[src/rtl/qam_symbol_mapper.sv]
// Bit-serial QPSK / 16-QAM mapper with a valid/ready handshake on both sides.
// Emits one fixed-point complex symbol per handshake, indexed within its frame.
module qam_symbol_mapper #(
  parameter  int WORD_SIZE = 16,
  parameter  int FRAC_BITS = 8,
  parameter  int FRAME_LEN = 16,
  localparam int IDX_W     = $clog2(FRAME_LEN)
) (
  input  logic                 i_clk,
  input  logic                 i_rst,
  input  logic                 i_mode,
  input  logic                 i_bit_valid,
  input  logic                 i_bit,
  output logic                 o_bit_ready,
  output logic                 o_sym_valid,
  input  logic                 i_sym_ready,
  output logic [WORD_SIZE-1:0] o_sym_re,
  output logic [WORD_SIZE-1:0] o_sym_im,
  output logic [IDX_W-1:0]     o_sym_idx,
  output logic                 o_frame_last,
  output logic                 o_mode
);

  typedef enum logic {COLLECT, HOLD} state_t;

  localparam real SCALE     = 2.0 ** FRAC_BITS;
  localparam int  LVL_QPSK  = $rtoi(0.7071 * SCALE + 0.5);
  localparam int  LVL_INNER = $rtoi(0.3162 * SCALE + 0.5);
  localparam int  LVL_OUTER = $rtoi(0.9487 * SCALE + 0.5);

  localparam logic [WORD_SIZE-1:0] MAG_QPSK  = WORD_SIZE'(LVL_QPSK);
  localparam logic [WORD_SIZE-1:0] MAG_INNER = WORD_SIZE'(LVL_INNER);
  localparam logic [WORD_SIZE-1:0] MAG_OUTER = WORD_SIZE'(LVL_OUTER);

  state_t                 state_q, state_d;
  logic [1:0]             cnt_q, cnt_d;
  logic [2:0]             shreg_q, shreg_d;
  logic [IDX_W-1:0]       idx_q, idx_d;
  logic                   mode_q, mode_d;
  logic [WORD_SIZE-1:0]   re_q, re_d;
  logic [WORD_SIZE-1:0]   im_q, im_d;

  logic       frame_start;
  logic       cur_mode;
  logic [1:0] last_cnt;
  logic       bit_xfer;

  function automatic logic [WORD_SIZE-1:0] signed_lvl(input logic neg,
                                                      input logic [WORD_SIZE-1:0] mag);
    return neg ? -mag : mag;
  endfunction

  // The frame's first bit must already use the incoming mode to size the symbol.
  assign frame_start = (idx_q == '0) && (cnt_q == 2'd0);
  assign cur_mode    = frame_start ? i_mode : mode_q;
  assign last_cnt    = cur_mode ? 2'd3 : 2'd1;

  assign o_bit_ready = (state_q == COLLECT) && !i_rst;
  assign bit_xfer    = i_bit_valid && o_bit_ready;

  always_comb begin
    state_d = state_q;
    cnt_d   = cnt_q;
    shreg_d = shreg_q;
    idx_d   = idx_q;
    mode_d  = mode_q;
    re_d    = re_q;
    im_d    = im_q;
    case (state_q)
      COLLECT: begin
        if (bit_xfer) begin
          if (frame_start) mode_d = i_mode;
          if (cnt_q == last_cnt) begin
            // shreg holds earlier bits newest-first: QPSK b0 in [0]; 16-QAM {b0,b1,b2}.
            if (cur_mode) begin
              re_d = signed_lvl(shreg_q[2], shreg_q[1] ? MAG_INNER : MAG_OUTER);
              im_d = signed_lvl(shreg_q[0], i_bit ? MAG_INNER : MAG_OUTER);
            end else begin
              re_d = signed_lvl(shreg_q[0], MAG_QPSK);
              im_d = signed_lvl(i_bit, MAG_QPSK);
            end
            state_d = HOLD;
          end else begin
            shreg_d = {shreg_q[1:0], i_bit};
            cnt_d   = cnt_q + 2'd1;
          end
        end
      end
      HOLD: begin
        if (i_sym_ready) begin
          idx_d   = idx_q + IDX_W'(1);
          cnt_d   = 2'd0;
          state_d = COLLECT;
        end
      end
      default: state_d = COLLECT;
    endcase
  end

  always_ff @(posedge i_clk) begin
    if (i_rst) begin
      state_q <= COLLECT;
      cnt_q   <= '0;
      shreg_q <= '0;
      idx_q   <= '0;
      mode_q  <= 1'b0;
      re_q    <= '0;
      im_q    <= '0;
    end else begin
      state_q <= state_d;
      cnt_q   <= cnt_d;
      shreg_q <= shreg_d;
      idx_q   <= idx_d;
      mode_q  <= mode_d;
      re_q    <= re_d;
      im_q    <= im_d;
    end
  end

  assign o_sym_valid  = (state_q == HOLD);
  assign o_sym_re     = re_q;
  assign o_sym_im     = im_q;
  assign o_sym_idx    = idx_q;
  assign o_mode       = mode_q;
  assign o_frame_last = o_sym_valid && (idx_q == IDX_W'(FRAME_LEN - 1));

endmodule

[config.mk]
export PLATFORM = sky130hd
export DESIGN_NAME = qam_symbol_mapper
export DESIGN_NICKNAME = d
export VERILOG_FILES = /design/src/rtl/qam_symbol_mapper.sv
export SDC_FILE = /design/constraint.sdc
export NUM_CORES = 1
export LEC_CHECK = 0
export CAP_MARGIN = 5
export CORE_ASPECT_RATIO = 1.25
export CORE_MARGIN = 1
export CORE_UTILIZATION = 30
export CTS_CLUSTER_DIAMETER = 50
export DETAILED_ROUTE_END_ITERATION = 10
export PLACE_DENSITY = 0.54
export SYNTH_ARGS = -nofsm -noshare
export SYNTH_HDL_FRONTEND = slang
export SYNTH_SLANG_ARGS = --single-unit
[constraint.sdc]
create_clock -name i_clk -period 2.4 [get_ports i_clk]
set_input_delay 0.48 -clock i_clk [delete_from_list [all_inputs] [get_ports i_clk]]
set_output_delay 0.48 -clock i_clk [all_outputs]
set_load 0.005 [all_outputs]
==> impl_metrics.py <==
metrics = {
    "setup_path": {
        "r2r_cells": 9,
        "crit_required_ns": 1.92,
        "crit_arrival_ns": 1.71,
        "cp-startpoint": "i_rst",
        "worstSetupEndpointType": "primary output",
        "crit_path_end": "o_bit_ready",
        "r2r-end": "o_sym_re[7]$_SDFFE_PP0P_",
        "startpoint_type": "input pin",
        "regToRegSetupSlack_ns": 0.28,
        "worstSetupPathType": "in -> out",
        "r2r-start": "cnt_q[0]$_SDFFE_PP0P_",
        "cp_max_fo": 19,
    },
    "sta": {
        "slew_headroom_pct": 68.94,
        "clock_skew_ns": 0.005085,
        "finalCritPeriodShare_pct": 91.26,
        "setup_violations": 0,
        "hold_viol_final": 0,
        "timing.fmax_mhz": 456.6,
        "slew_violations": 0,
        "worst_slack_ns": 0.2097,
        "post-route-min-period_ns": 2.190,
        "worstMarginPinSlew_ns": 0.4624,
        "rsz0062_at_grt": "false",
        "setup_tns_ns": 0,
    },
    "outcome": {
        "status": "completed",
    },
    "die": {
        "core_area_sq_um": 4459,
        "die_h_um": 78.72,
        "die_area_sq_um": 4989,
        "row_count": 27,
        "initial_core_util_pct": 31.68,
        "io_pins": 46,
        "die_x_um": 63.38,
    },
    "clock_network": {
        "cts_tree": "built",
        "root_buffer": "clkbuf_8",
        "clk_path_buf_depth": 2,
        "clkSlewWorstSetupHoldPaths_ns": 0.08,
        "cts_setup_buffers": 0,
        "cts_resized": 0,
        "cts.sinks": 24,
        "postCtsHoldBufs": 0,
        "cts_buffers": 3,
        "htreeDepth": 1,
        "clk_latency_ns": 0.26,
    },
    "routing": {
        "vias_per_cell": 4.641,
        "dr.pass1.iters": 4,
        "antenna_left": 0,
        "routedWlPerCell_um": 12.19,
        "dr_total_vias": 1151,
        "drc": 0,
        "drt_iter0_markers": 27,
        "drt-total-wl_um": 3024,
    },
    "logic_synthesis": {
        "async_reset_ff_share_pct": 0,
        "syn-num-nets": 169,
        "synth-edff-count": 0,
        "synth_top_area_share_pct": 34.01,
        "netlist_area_sq_um": 1413,
        "synth_seq_cells": 24,
        "syn_avg_cell_area_sq_um": 8.829,
        "yosysWarnings": 0,
        "synth_area_leaders": "dfxtp_1 34%, buf_4 11%, nor2_1 7.2%",
        "yosysUniqueCellTypes": 43,
        "ys_seq_area_share_pct": 34.01,
        "synth_commonest_cells": "27 x nor2_1, 24 x dfxtp_1, 21 x buf_4, 10 x nand2_1, 6 x inv_1",
        "synth_most_common_cell": "nor2_1",
        "synth_cells": 160,
        "synth_top_area_cell": "dfxtp_1",
        "synth_ff_type": "dfxtp_1",
    },
    "finish": {
        "fillers": 472,
        "multiInputGateArea_sq_um": 714.4,
        "num-nets-final": 200,
        "antenna_cells": 0,
        "seqCellArea_sq_um": 480.5,
        "syn2layout_area_growth_pct": 33.66,
        "drive_gt1_share_pct": 15.26,
    },
    "global_route": {
        "grt_usage_pct": 13.12,
        "first_global_vias": 1051,
        "gr-total-overflow": 0,
        "grt_max_degree": 20,
        "grt_pass1_wl_um": 5216,
        "antenna_found_initial": 0,
    },
    "power": {
        "max-vdd-ir-drop_uv": 286.2,
        "power_density_nw_per_um2": 513.6,
        "p_leak_nw": 0.6723,
    },
    "place": {
        "gp_congestion": 0.7866,
        "port_buffers": 45,
        "dp_hpwl_um": 2272,
        "dp_slack_ns": 0.1371,
    },
    "flow_run": {
        "maxCapViolCount": 0,
    },
    "worst_hold_path": {
        "min_path_type": "reg -> reg",
    },
}
[kinds of logic (layout without fill, tap and decap cells)]
logic type               Yosys count  after routing  synth area share, %
AO/OA/AOI/OAI                     21             21                10.90
XOR/XNOR                           6              6                3.720
adder cells (fa/ha/maj)            3              3                2.658
buffers and inverters             34             64                15.41
flip-flops                        24             24                34.01
multiplexers                       8              8                6.997
AND/OR/NAND/NOR                   64             64                26.31
[registers in the layout (all words and copies together) (netlist names)]
register / count
o_sym_re: 7
o_sym_im: 6
o_sym_idx: 4
shreg_q: 3
cnt_q: 2
o_mode: 1
o_sym_valid: 1
[cell usage in the layout (no fill, tap or decap), types with 2 or more instances in the layout]
cell,netlist,layout
nand3b_1,2,2
or3b_2,2,2
dfxtp_1,24,24
clkdlybuf4s50_1,0,45
nor3_1,2,2
buf_4,21,7
o21a_1,2,2
nor4bb_1,2,2
inv_1,6,6
buf_12,0,2
o21ai_0,4,4
nor2_1,27,27
ha_1,3,3
a21oi_1,5,5
mux2i_1,5,5
nand2b_1,3,3
xnor2_1,4,4
nand2_1,10,10
nand3_1,5,5
nor3b_1,2,2
xor2_1,2,2
nor3b_2,2,2
or2_1,2,2
clkbuf_8,0,4
[worst min path at each step]
| stage | startpoint | endpoint | slack [ns] | cells after the start |
|---|---|---|---|---|
| final | o_sym_im[4]$_SDFFE_PP0P_ | o_sym_im[4]$_SDFFE_PP0P_ | 0.49 | 2 |
| after CTS | o_sym_re[6]$_SDFFE_PP0P_ | o_sym_re[6]$_SDFFE_PP0P_ | 0.50 | 2 |
| after global placement | o_sym_im[4]$_SDFFE_PP0P_ | o_sym_im[4]$_SDFFE_PP0P_ | 0.47 | 2 |
| after detailed placement | o_sym_re[6]$_SDFFE_PP0P_ | o_sym_re[6]$_SDFFE_PP0P_ | 0.48 | 2 |
| after global routing | o_sym_im[4]$_SDFFE_PP0P_ | o_sym_im[4]$_SDFFE_PP0P_ | 0.52 | 2 |
| after floorplan | shreg_q[1]$_SDFFE_PP0P_ | shreg_q[2]$_SDFFE_PP0P_ | 0.46 | 2 |
[routing by layer]
metal,vias to the layer above,global-route usage [%],part of all wire [%]
met5,-,0,0
met4,0,6.136,1.8
met3,4,1.868,3.9
met2,30,22.45,50
met1,542,16.02,45
li1,575,-,-
[area by class of cell]
class,count,area share (%)
inverters,6,1.193
flip-flops and latches,24,25.45
repair buffers,54,28.76
well taps,58,3.844
multi-input cells,102,37.84
clock buffers,4,2.916
[power by group]
| group | switching [mW] | internal [mW] | total [mW] |
|---|---|---|---|
| Sequential | 0.0246 | 0.418 | 0.443 |
| Clock | 0.126 | 0.146 | 0.272 |
| Combinational | 0.113 | 0.142 | 0.255 |
| Total | 0.263 | 0.707 | 0.970 |
[critical path, stage by stage]
cell and delay [ns]:
clkdlybuf4s50_1 0.44, buf_12 0.17, nor2_1 0.10, clkdlybuf4s50_1 0.51
[through the flow]
stage	total power [mW]	area [sq um]	utilization, %	std cells	hold WS, ns
6_report	0.9696	1888	42.34	248	0.4856
5_1_grt	1.027	1888	42.34	248	0.5214
4_1_cts	0.9756	1853	41.55	245	0.4975
3_5_place_dp	0.7020	1798	40.32	241	0.4816
3_3_place_gp	0.6987	1798	40.32	241	0.4733
2_1_floorplan	0.6158	1413	-	160	0.4627
Note: power is estimated with default switching activity, not from simulation.
